**src/rtl/fir_ctrl_pkg.sv**
```systemverilog
// Shared definitions for the multichannel FIR MAC sequencer: state encoding
// and elaboration-time sizing helpers.
package fir_ctrl_pkg;

  typedef enum logic [1:0] {
    ST_IDLE = 2'd0,
    ST_LOAD = 2'd1,
    ST_MAC  = 2'd2,
    ST_DONE = 2'd3
  } fir_state_e;

  function automatic int clog2(input int v);
    int r;
    r = 0;
    for (int i = 0; i < 31; i++) begin
      if ((1 << i) < v) r = i + 1;
    end
    return r;
  endfunction

  function automatic int max1(input int v);
    return (v < 1) ? 1 : v;
  endfunction

  // Folding pairs tap k with tap NUM_COEF-1-k, so only the lower half is walked.
  function automatic int n_taps(input int num_coef, input int symmetric);
    return (symmetric != 0) ? (num_coef + 1) / 2 : num_coef;
  endfunction

endpackage

```
**src/rtl/fir_mc_sequencer_tap_counter.sv**
```systemverilog
// Saturating up-counter with a registered terminal-count flag, so the
// flag is usable in the same cycle the counter reaches MAX.
module tap_counter
  import fir_ctrl_pkg::*;
#(
  parameter int MAX = 16,
  parameter int W   = 5
) (
  input  logic         clk,
  input  logic         rst,
  input  logic         en,
  input  logic         clr,
  output logic [W-1:0] cnt,
  output logic         last
);

  logic [W-1:0] cnt_d, cnt_q;
  logic         last_d, last_q;

  always_comb begin
    cnt_d = cnt_q;
    if (clr) begin
      cnt_d = '0;
    end else if (en && (cnt_q != W'(MAX))) begin
      cnt_d = cnt_q + W'(1);
    end
    last_d = (cnt_d == W'(MAX));
  end

  always_ff @(posedge clk) begin
    if (!rst) begin
      cnt_q  <= '0;
      last_q <= (MAX == 0);
    end else begin
      cnt_q  <= cnt_d;
      last_q <= last_d;
    end
  end

  assign cnt  = cnt_q;
  assign last = last_q;

endmodule

```
**src/rtl/fir_mc_sequencer.sv**
```systemverilog
// Multichannel single-MAC FIR controller: accepts tagged samples, walks the
// taps, steers the shared accumulator and loads the per-channel result reg.
module fir_mc_sequencer
  import fir_ctrl_pkg::*;
#(
  parameter int NUM_COEF  = 17,
  parameter int NUM_CH    = 2,
  parameter int SYMMETRIC = 0,
  localparam int AW = clog2(NUM_COEF),
  localparam int CW = max1(clog2(NUM_CH))
) (
  input  logic              clk,
  input  logic              rst,
  input  logic              val_in,
  input  logic [CW-1:0]     ch_in,
  input  logic              clr_ovr,
  output logic              in_ready,
  output logic              we_dline,
  output logic [CW-1:0]     ch_sel,
  output logic [AW-1:0]     addr,
  output logic [AW-1:0]     addr_b,
  output logic              mid_tap,
  output logic              rst_Acc,
  output logic              ce_Acc,
  output logic [NUM_CH-1:0] ce_Reg,
  output logic              val_out,
  output logic [CW-1:0]     ch_out,
  output logic              ovr
);

  localparam int            N_TAPS = n_taps(NUM_COEF, SYMMETRIC);
  localparam bit            MID_EN = (SYMMETRIC != 0) && ((NUM_COEF % 2) == 1);
  localparam logic [AW-1:0] MID    = AW'((NUM_COEF - 1) / 2);

  fir_state_e    state_d, state_q;
  logic [CW-1:0] ch_sel_d, ch_sel_q;
  logic          ovr_d, ovr_q;
  logic [AW-1:0] cnt;
  logic          last;
  logic          accept;
  logic          ch_ok;

  // Counter holds the MAC cycle index; cleared everywhere outside MAC.
  tap_counter #(
    .MAX (N_TAPS - 1),
    .W   (AW)
  ) u_tap_counter (
    .clk  (clk),
    .rst  (rst),
    .en   (state_q == ST_MAC),
    .clr  (state_q != ST_MAC),
    .cnt  (cnt),
    .last (last)
  );

  assign ch_ok = (32'(ch_in) < NUM_CH);

  always_comb begin
    state_d  = state_q;
    ch_sel_d = ch_sel_q;
    ovr_d    = ovr_q;
    in_ready = 1'b0;
    rst_Acc  = 1'b0;
    ce_Acc   = 1'b0;
    ce_Reg   = '0;
    val_out  = 1'b0;
    ch_out   = '0;
    addr     = '0;

    case (state_q)
      ST_IDLE: begin
        in_ready = 1'b1;
        rst_Acc  = 1'b1;
      end
      ST_LOAD: begin
        rst_Acc = 1'b1;
        state_d = ST_MAC;
      end
      ST_MAC: begin
        ce_Acc = 1'b1;
        // Issue the next tap one cycle ahead; hold the final tap on the last cycle.
        addr   = last ? cnt : cnt + AW'(1);
        if (last) state_d = ST_DONE;
      end
      ST_DONE: begin
        in_ready = 1'b1;
        rst_Acc  = 1'b1;
        val_out  = 1'b1;
        ch_out   = ch_sel_q;
        ce_Reg   = NUM_CH'(1) << ch_sel_q;
        state_d  = ST_IDLE;
      end
      default: state_d = ST_IDLE;
    endcase

    accept   = val_in && in_ready;
    we_dline = accept;
    if (accept) begin
      state_d  = ST_LOAD;
      ch_sel_d = ch_ok ? ch_in : '0;
    end

    if (val_in && !in_ready) ovr_d = 1'b1;
    else if (clr_ovr)        ovr_d = 1'b0;
  end

  always_ff @(posedge clk) begin
    if (!rst) begin
      state_q  <= ST_IDLE;
      ch_sel_q <= '0;
      ovr_q    <= 1'b0;
    end else begin
      state_q  <= state_d;
      ch_sel_q <= ch_sel_d;
      ovr_q    <= ovr_d;
    end
  end

  assign ch_sel  = ch_sel_q;
  assign ovr     = ovr_q;
  assign addr_b  = (SYMMETRIC != 0) ? AW'(NUM_COEF - 1) - addr : '0;
  assign mid_tap = MID_EN && (addr == MID);

endmodule

```
**config.mk**
```make
export PLATFORM = sky130hd
export DESIGN_NAME = fir_mc_sequencer
export DESIGN_NICKNAME = d
export VERILOG_FILES = /design/src/rtl/fir_ctrl_pkg.sv /design/src/rtl/fir_mc_sequencer_tap_counter.sv /design/src/rtl/fir_mc_sequencer.sv
export SDC_FILE = /design/constraint.sdc
export NUM_CORES = 1
export LEC_CHECK = 0
export ABC_AREA = 1
export CAP_MARGIN = 40
export CORE_ASPECT_RATIO = 1.1
export CORE_MARGIN = 2
export CORE_UTILIZATION = 49
export CTS_BUF_LIST = sky130_fd_sc_hd__clkbuf_4 sky130_fd_sc_hd__clkbuf_8
export CTS_CLUSTER_SIZE = 12
export DETAILED_ROUTE_END_ITERATION = 8
export PLACE_DENSITY = 0.87
export SYNTH_ARGS = -nofsm -noshare
export SYNTH_HDL_FRONTEND = slang
export SYNTH_SLANG_ARGS = --single-unit
```
**constraint.sdc**
```tcl
create_clock -name clk -period 2.5 [get_ports clk]
set_clock_uncertainty 0.2 [all_clocks]
set_input_delay 0.25 -clock clk [delete_from_list [all_inputs] [get_ports clk]]
set_output_delay 0.25 -clock clk [all_outputs]
set_load 0.02 [all_outputs]
```
==> results.json, run 1 <==
{
  "status": "finished, final reports clean",
  "track_usage": 0.185,
  "io_pins": 26,
  "cts_max_path_buffers": 2,
  "crit_arrival_ns": 1.94,
  "clk_pin_slew_ns": 0.06,
  "avgSynthCellArea_um2": 6.80,
  "die-area_um2": 1780,
  "cts_tree": "done",
  "ant_nets": 0,
  "dp_slack_ns": 0.280,
  "crit_path_start_kind": "flip-flop",
  "die_y_um": 44.1,
  "vdd_ir_drop_max_v": 0.000388,
  "avgRoutedWirePerCell_um": 9.73,
  "layout_commonest_cell": "inv_1",
  "pwr_density_cell_nw_per_um2": 568,
  "antenna_cells": 0,
  "port_buffers": 19,
  "min_path_cells": 2,
  "drc_errors": 0,
  "grt_pass1_wl_mm": 2.27,
  "p_leak_nw": 0.460,
  "via_count": 683,
  "finalWeightedCongestion": 0.882,
  "grt_antenna_before_repair": 0,
  "clk_latency_ns": 0.26,
  "syn_to_final_growth_pct": 26.1,
  "timing.hold.ws_ns": 0.271,
  "cts_sinks": 10,
  "fin_crit_ns": 2.39,
  "num_rows": 14,
  "final_cell_area_um2": 901,
  "rsz0062_at_grt": "true",
  "die_w_um": 40.4,
  "routed_wl_mm": 1.35,
  "synth_area_um2": 714,
  "critPathKind": "reg -> out",
  "detailed_place.area_um2": 870,
  "cts_buffers": 3,
  "synthCells": 105,
  "final_cell_mix": "inv_1 (18), clkdlybuf4s50_1 (17), nand2_1 (16)",
  "grt-ovfl-total": 0,
  "core_region_area_um2": 1370,
  "worstSetupEndpointType": "output port",
  "drive_above_1_share": 0.0732,
  "hold_path.class": "reg -> reg",
  "first_pass_iters": 4,
  "ys_ff_latch": 10,
  "start_util": 0.523,
  "hold_buffers": 0,
  "min_period_over_period": 0.957,
  "grt_max_degree": 12,
  "fin_nets": 137,
  "max_freq_mhz": 418,
  "hpwl_mm": 1.09,
  "path_max_fanout": 11,
  "synth.distinct_cells": 19,
  "maxSlewViolCount": 0,
  "required_ns": 2.05,
  "setup_viol": 0,
  "htree_levels": 1,
  "setup_slack_ns": 0.108,
  "ys.warnings.count": 0,
  "viasPerCell": 4.91,
  "maxCapViolCount": 0,
  "grt_pass1_vias": 553,
  "ys_seq_area_frac": 0.280,
  "drt_iter0_drc": 12,
  "clk_root_buffer_cell": "clkbuf_4",
  "hold_viol_final": 0,
  "rr_worst_depth": 8
}
-- worst max-delay path, stage by stage (launching register included) --
cell and delay, ns:
dfxtp_1 0.33, inv_1 0.13, ha_2 0.32, inv_2 0.07, a21oi_1 0.10, o21ai_0 0.08, inv_1 0.06, clkdlybuf4s50_1 0.59
-- kinds of logic after synthesis --
family,Yosys count,synth area share
buffers and inverters,29,0.208
adders and majority gates,7,0.123
AOI/OAI and AO/OA,17,0.126
and+or+nand+nor,40,0.245
other,1,0.00525
DFF,10,0.280
xor gates and xnor gates,1,0.0123
-- layer usage --
layer | track usage | wire (um) | up-vias | part of all wire
met2 | 0.273 | 667 | 22 | 0.49
met1 | 0.253 | 593 | 306 | 0.44
met4 | 0.0800 | 17 | 0 | 0.013
met5 | 0 | 0 | - | 0
li1 | - | - | 351 | -
met3 | 0.0452 | 74 | 4 | 0.055
-- state kept, by name (all words and copies together), names as in the netlist --
name                flops
u_tap_counter.last      1
ch_sel                  1
ovr                     1
state_q                 2
u_tap_counter.cnt       5
-- stage by stage --
step                total power [mW]  std cells  TNS [ns]   util
floorplan                      0.337        110         0      -
global placement               0.400        136         0  0.636
detailed placement             0.406        136         0  0.636
CTS                            0.516        139         0  0.655
global route                   0.548        139   -0.0311  0.659
finish                         0.512        139         0  0.659
-- path summary, 6_finish.rpt --
| kind | start | to | slack, ns |
|---|---|---|---|
| setup / recovery | state_q[0]$_SDFFE_PN0P_ | addr[3] | 0.11 |
| hold / removal | ovr$_SDFFE_PN0P_ | ovr$_SDFFE_PN0P_ | 0.27 |
| setup reg to reg | state_q[1]$_SDFFE_PP0P_ | state_q[1]$_SDFFE_PP0P_ | 0.92 |
| hold reg to reg | ovr$_SDFFE_PN0P_ | ovr$_SDFFE_PN0P_ | 0.27 |
-- final cells by class --
class / instances / area, um^2
tap: 16 / 20.0
sequential: 10 / 201
multi-input combinational: 71 / 387
inverter: 20 / 75.1
fill: 126 / 465
clock buffer: 3 / 22.5
timing repair buffer: 19 / 195
-- where the power goes --
part	switching, mW	internal (mW)
Clock	0.0525	0.0555
Combinational	0.122	0.0915
Sequential	0.0155	0.175
Total	0.190	0.322
-- Yosys cell counts --
| library cell | instances | area [um^2] |
|---|---|---|
| clkbuf_8 | 1 | 13.8 |
| nor2_2 | 1 | 6.26 |
| xor2_1 | 1 | 8.76 |
| inv_1 | 18 | 67.6 |
| o21bai_1 | 1 | 7.51 |
| o21ai_1 | 2 | 10.0 |
| o211ai_1 | 1 | 7.51 |
| a21oi_1 | 7 | 35.0 |
| ha_1 | 7 | 87.6 |
| nand3_1 | 8 | 40.0 |
| nand4_1 | 2 | 12.5 |
| o21ai_0 | 6 | 30.0 |
| nand2_1 | 16 | 60.1 |
| nor2_1 | 12 | 45.0 |
| buf_4 | 8 | 60.1 |
| inv_2 | 2 | 7.51 |
| nor2_4 | 1 | 11.3 |
| conb_1 | 1 | 3.75 |
| dfxtp_1 | 10 | 200 |
-- what timing repair did --
item                                    in CTS  in global routing
endpoints found under the setup margin       1                  3
buffers inserted                             0                  0
resized for setup                            1                  3
endpoints found under the hold margin        0                  0
Note: power is estimated with default switching activity, not from simulation.
==> run 2: changes to the inputs <==
Clock period 2.5 ns to 2.8 ns, I/O delays scaled along.
==> run 2 against run 1 <==
Critical path depth shrank 2. Final cell count stayed put. Clock-buffer cell count is the same. Flip-flop and latch count stayed put. Worst setup slack gained 0.15 ns. Utilization shrank 0.64 points. Non-clock buffer count unchanged. Wire length about the same. Critical path type unchanged. Highest routed layer unchanged.
==> results.json, run 2 (synthesis results as in run 1) <==
{
  "status": "finished, final reports clean",
  "final_cell_mix": "clkdlybuf4s50_1 (19), inv_1 (18), nand2_1 (16)",
  "start_util": 0.523,
  "first_pass_iters": 4,
  "crit_arrival_ns": 2.06,
  "core_region_area_um2": 1370,
  "hpwl_mm": 1.09,
  "pwr_density_cell_nw_per_um2": 512,
  "min_path_cells": 2,
  "min_period_over_period": 0.906,
  "hold_buffers": 0,
  "vdd_ir_drop_max_v": 0.000348,
  "hold_viol_final": 0,
  "fin_nets": 137,
  "drc_errors": 0,
  "final_cell_area_um2": 892,
  "maxCapViolCount": 0,
  "cts_tree": "done",
  "drive_above_1_share": 0.0569,
  "die_w_um": 40.4,
  "layout_commonest_cell": "clkdlybuf4s50_1",
  "max_freq_mhz": 394,
  "syn_to_final_growth_pct": 24.9,
  "required_ns": 2.32,
  "critPathKind": "reg -> out",
  "io_pins": 26,
  "clk_pin_slew_ns": 0.06,
  "slowest_delay_ns": 0.62,
  "setup_viol": 0,
  "cpMaxStageDelayCell": "clkdlybuf4s50_1",
  "ant_nets": 0,
  "rsz0062_at_grt": "false",
  "drt_iter0_drc": 11,
  "htree_levels": 1,
  "dp_slack_ns": 0.550,
  "p_leak_nw": 0.424,
  "worstSetupEndpointType": "output port",
  "grt_antenna_before_repair": 0,
  "hold_path_startpoint": "ovr$_SDFFE_PN0P_",
  "via_count": 684,
  "cts_buffers": 3,
  "cts_resized": 0,
  "clk_latency_ns": 0.27,
  "cts_sinks": 10,
  "finalPower_mw": 0.456,
  "grt-ovfl-total": 0,
  "clk_root_buffer_cell": "clkbuf_4",
  "viasPerCell": 4.92,
  "rr_worst_depth": 7,
  "finalWeightedCongestion": 0.882,
  "fin_crit_ns": 2.54,
  "hold_path.class": "reg -> reg",
  "cts_max_path_buffers": 2,
  "die_y_um": 44.1,
  "grt_pass1_vias": 553,
  "worstReg2RegEnd": "u_tap_counter.last$_SDFF_PN0_",
  "largest_register_ffs": 5,
  "antenna_cells": 0,
  "grt_max_degree": 12,
  "r2r_slack_ns": 1.21,
  "post_cts_buffers": 0,
  "setup_slack_ns": 0.262,
  "path_max_fanout": 11,
  "grt_pass1_wl_mm": 2.27,
  "die-area_um2": 1780,
  "maxSlewViolCount": 0,
  "routed_wl_mm": 1.35,
  "crit_chain": "inv_1, ha_1, o21ai_0, a21oi_1, clkdlybuf4s50_1",
  "worstHoldEndpoint": "ovr$_SDFFE_PN0P_",
  "r2r_start": "state_q[0]$_SDFFE_PN0P_",
  "setup_tns_ns": 0,
  "num_rows": 14,
  "detailed_place.area_um2": 870,
  "timing.hold.ws_ns": 0.271,
  "avgRoutedWirePerCell_um": 9.72,
  "track_usage": 0.185,
  "crit_path_start_kind": "flip-flop",
  "port_buffers": 19
}
## run 2: cell count changes in the layout (fill, tap and decap cells not counted), sizes merged
cell | before | now
clkdlybuf4s50 | 17 | 19
dlymetal6s2s | 2 | 0
## run 2: worst max path at each step
stage | start | to | slack (ns) | cells after the start
CTS | state_q[0]$_SDFFE_PN0P_ | addr[1] | 0.25 | 5
global placement | state_q[0]$_SDFFE_PN0P_ | addr[3] | 0.57 | 7
finish | state_q[0]$_SDFFE_PN0P_ | addr[1] | 0.26 | 5
global route | state_q[0]$_SDFFE_PN0P_ | addr[1] | 0.12 | 5
detailed placement | state_q[0]$_SDFFE_PN0P_ | addr[3] | 0.55 | 7
floorplan | state_q[0]$_SDFFE_PN0P_ | addr[0] | 0.99 | 5
## run 2: layout make-up
type | count | area [um^2]
fill | 128 | 474
tap | 16 | 20.0
timing repair buffer | 19 | 190
inverter | 20 | 75.1
clock buffer | 3 | 22.5
sequential | 10 | 200
multi-input combinational | 71 | 384
## run 2: per-layer routing
metal | GRT usage | share of wire | up-vias
li1 | - | - | 350
met1 | 0.253 | 0.44 | 306
met2 | 0.273 | 0.49 | 25
met3 | 0.0452 | 0.057 | 3
met4 | 0.0800 | 0.014 | 0
met5 | 0 | 0 | -
## run 2: power by group
part           switching, mW  total (mW)  leakage, nW  internal [mW]
Sequential            0.0137       0.169       0.0814          0.156
Combinational          0.109       0.190        0.328         0.0806
Clock                 0.0478      0.0974       0.0138         0.0496
Total                  0.170       0.456        0.424          0.286
## run 2: critical path, delay by kind of cell, from the launching register on
family | cells | cell delay (ns)
buffers and inverters | 2 | 0.74
adder cells (fa/ha/maj) | 1 | 0.40
flip-flops | 1 | 0.33
AO/OA/AOI/OAI | 2 | 0.31
## run 2: stage by stage
stage / utilization / cells
2_1_floorplan: - / 110
3_3_place_gp: 0.636 / 136
3_5_place_dp: 0.636 / 136
4_1_cts: 0.653 / 139
5_1_grt: 0.653 / 139
6_report: 0.653 / 139
==> patch, RTL diff (config.mk and constraints of run 1) <==
Re-encode `fir_state_e` (4 states) as Gray code, 2 bits wide.
--- a/src/rtl/fir_ctrl_pkg.sv
+++ b/src/rtl/fir_ctrl_pkg.sv
@@ -3,10 +3,10 @@
 package fir_ctrl_pkg;
 
   typedef enum logic [1:0] {
-    ST_IDLE = 2'd0,
-    ST_LOAD = 2'd1,
-    ST_MAC  = 2'd2,
-    ST_DONE = 2'd3
+    ST_IDLE = 2'b00,
+    ST_LOAD = 2'b01,
+    ST_MAC  = 2'b11,
+    ST_DONE = 2'b10
   } fir_state_e;
 
   function automatic int clog2(input int v);
Check against the original RTL: same outputs for any inputs over 10 cycles, from zero or initial values and one cycle with rst low; not proved beyond that.
==> patch against run 1 <==
  * Power increased by 45%
  * Sequential cell count unchanged
  * Hold slack about the same
  * Cell area increased by 3.5%
  * Non-clock buffer count increased by 1
  * Setup slack got worse by 0.0046 ns
  * Via count increased by 1.3%
  * Synthesized area increased by 1.1%
  * Routed wire length increased by 14%
==> patch: results (changes against run 1) <==
- The number of antenna violations at the first check in global routing is 0 (unchanged).
- The number of clock buffers in the layout came to 4 (+1).
- The maximum resistive drop on vdd is 0.000518 V (+33%).
- The number of inserted diodes is 0 (unchanged).
- The flip-flop and latch count after synthesis is 10 (unchanged).
- The multi-input gate count was 75 (+5.6%).
- The total number of H-tree levels is 1 (unchanged).
- The xor and xnor area share after synthesis is 0.0121 (-0.000127).
- The buffers inserted during post-CTS setup optimization is 0 (unchanged).
- The maximum single-stage delay on the critical path is 0.59 ns (about the same).
- The pin count of the biggest net entering global routing is 9 (-3).
- The area fraction in compound gates after synthesis is 0.111 (-0.0152).
- The detailed-placement wirelength estimate was 1150 um (+5.6%).
- The portion of the layout cell area used by clock cells came to 0.0389 (+0.0139).
- The number of I/O port buffers is 19 (unchanged).
- The number of warnings reported in the yosys synthesis log came to 0 (unchanged).
- The detailed-routing iteration count for the pre-antenna-repair pass is 4 (unchanged).
- The count of buffers not belonging to the clock network in the layout is 20 (+1).
- After synthesis, the cell types taking the most area are dfxtp_1 28%, ha_1 12%, inv_1 9.4%, nand2_1 9.4%, buf_4 8.3%.
- The maximum net fanout on the critical path is 4 (-7).
- By count the netlist is led by 18 x inv_1, 18 x nand2_1, 15 x nor2_1.
- The number of distinct library cells after synthesis is 19 (unchanged).
- The static leakage came to 0.000453 uW (-1.6%).
- The share of final-layout standard cells stronger than drive strength 1 is 0.0781 (+0.00495).
- The adder and majority gate portion of the synthesized area is 0.121 (-0.00127).
- The area used by sequential logic in the layout is 201 um^2 (unchanged).
- The run finished with clean final reports.
- The total area of multi-input combinational cells is 403 um^2 (+4.2%).
- The combined global-route utilization of all metal layers is 0.197 (+0.0114).
- The number of global-route vias before repair is 619 (+12%).
- The total of fill cells in the finished design is 129 (+2.4%).
- The inverter count of the layout excluding clock inverters is 19 (-5.0%).
- The total clock buffers created by CTS is 3 (unchanged).
- The detailed router's first-iteration violation count is 6 (-6).
- The min-delay analysis places its worst path in the category reg2reg.
- For the worst setup path, the data arrival time is 1.95 ns.
- The number of gates resized after CTS is 0 (-1).
- The average wire per cell in the routed design is 10.7 um (+9.7%).
- The via count is 692 (+1.3%).
- The multiplexer area fraction after synthesis is 0 (unchanged).
- The final net count is 141 (+2.9%).
- The share of flip-flops with an asynchronous set or reset after synthesis is 0 (unchanged).
- The sequential-to-total area share from yosys stat was 0.277 (-0.00291).
- The final-layout non-clock buffer area share is 0.215 (-0.00190).
- The count of flip-flops with a built-in enable after synthesis was 0 (unchanged).
- The biggest area contributor in the post-synthesis netlist is dfxtp_1.
- The first-pass GRT wire length is 2460 um (+8.2%).
- The global placer's final weighted congestion was 0.743 (-16%).
==> patch: changes by cell type after synthesis <==
cell	before	now
nor2_1	12	15
inv_2	2	0
nand2_1	16	18
a211oi_1	0	1
a21oi_1	7	6
buf_6	0	1
clkbuf_8	1	0
clkinv_1	0	1
nand3_1	8	9
o21ai_1	2	1
o21bai_1	1	0
==> patch: metrics by stage <==
step / instance area (um^2) / setup WS [ns] / std cells / utilization
after floorplan: 741 / 0.714 / 113 / -
after global placement: 887 / 0.386 / 140 / 0.649
after detailed placement: 887 / 0.365 / 140 / 0.649
after CTS: 923 / 0.0655 / 144 / 0.676
after global routing: 932 / 0.00959 / 144 / 0.682
final: 932 / 0.103 / 144 / 0.682
==> patch: worst paths after layout <==
| kind | from | to | slack (ns) | cells past startpoint |
|---|---|---|---|---|
| max | u_tap_counter.cnt[1]$_SDFF_PN0_ | addr[4] | 0.10 | 8 |
| min | ovr$_SDFFE_PN0P_ | ovr$_SDFFE_PN0P_ | 0.27 | 2 |
| max reg2reg | state_q[0]$_SDFFE_PN0P_ | state_q[1]$_SDFFE_PP0P_ | 0.93 | 7 |
| min reg2reg | ovr$_SDFFE_PN0P_ | ovr$_SDFFE_PN0P_ | 0.27 | 2 |
==> patch: cell families after synthesis <==
logic type	count (synthesis)
simple gates	46
buf+inv	28
xor+xnor	1
fa+ha+maj	7
compound gates	15
flops	10
other cells	1
==> patch: where the power goes <==
part	total (uW)	internal [uW]	switching, uW	leakage (uW)
combinational	380	164	216	0.000350
clock	147	88.5	58.8	0.0000210
sequential	213	185	28.0	0.0000819
total	741	438	303	0.000453
==> patch: metal layers <==
layer / wire length, um / GRT usage / up-vias
met5: 0 / 0 / -
met3: 74 / 0.0452 / 2
met2: 783 / 0.330 / 23
met1: 665 / 0.232 / 304
met4: 13 / 0.0800 / 0
li1: - / - / 363
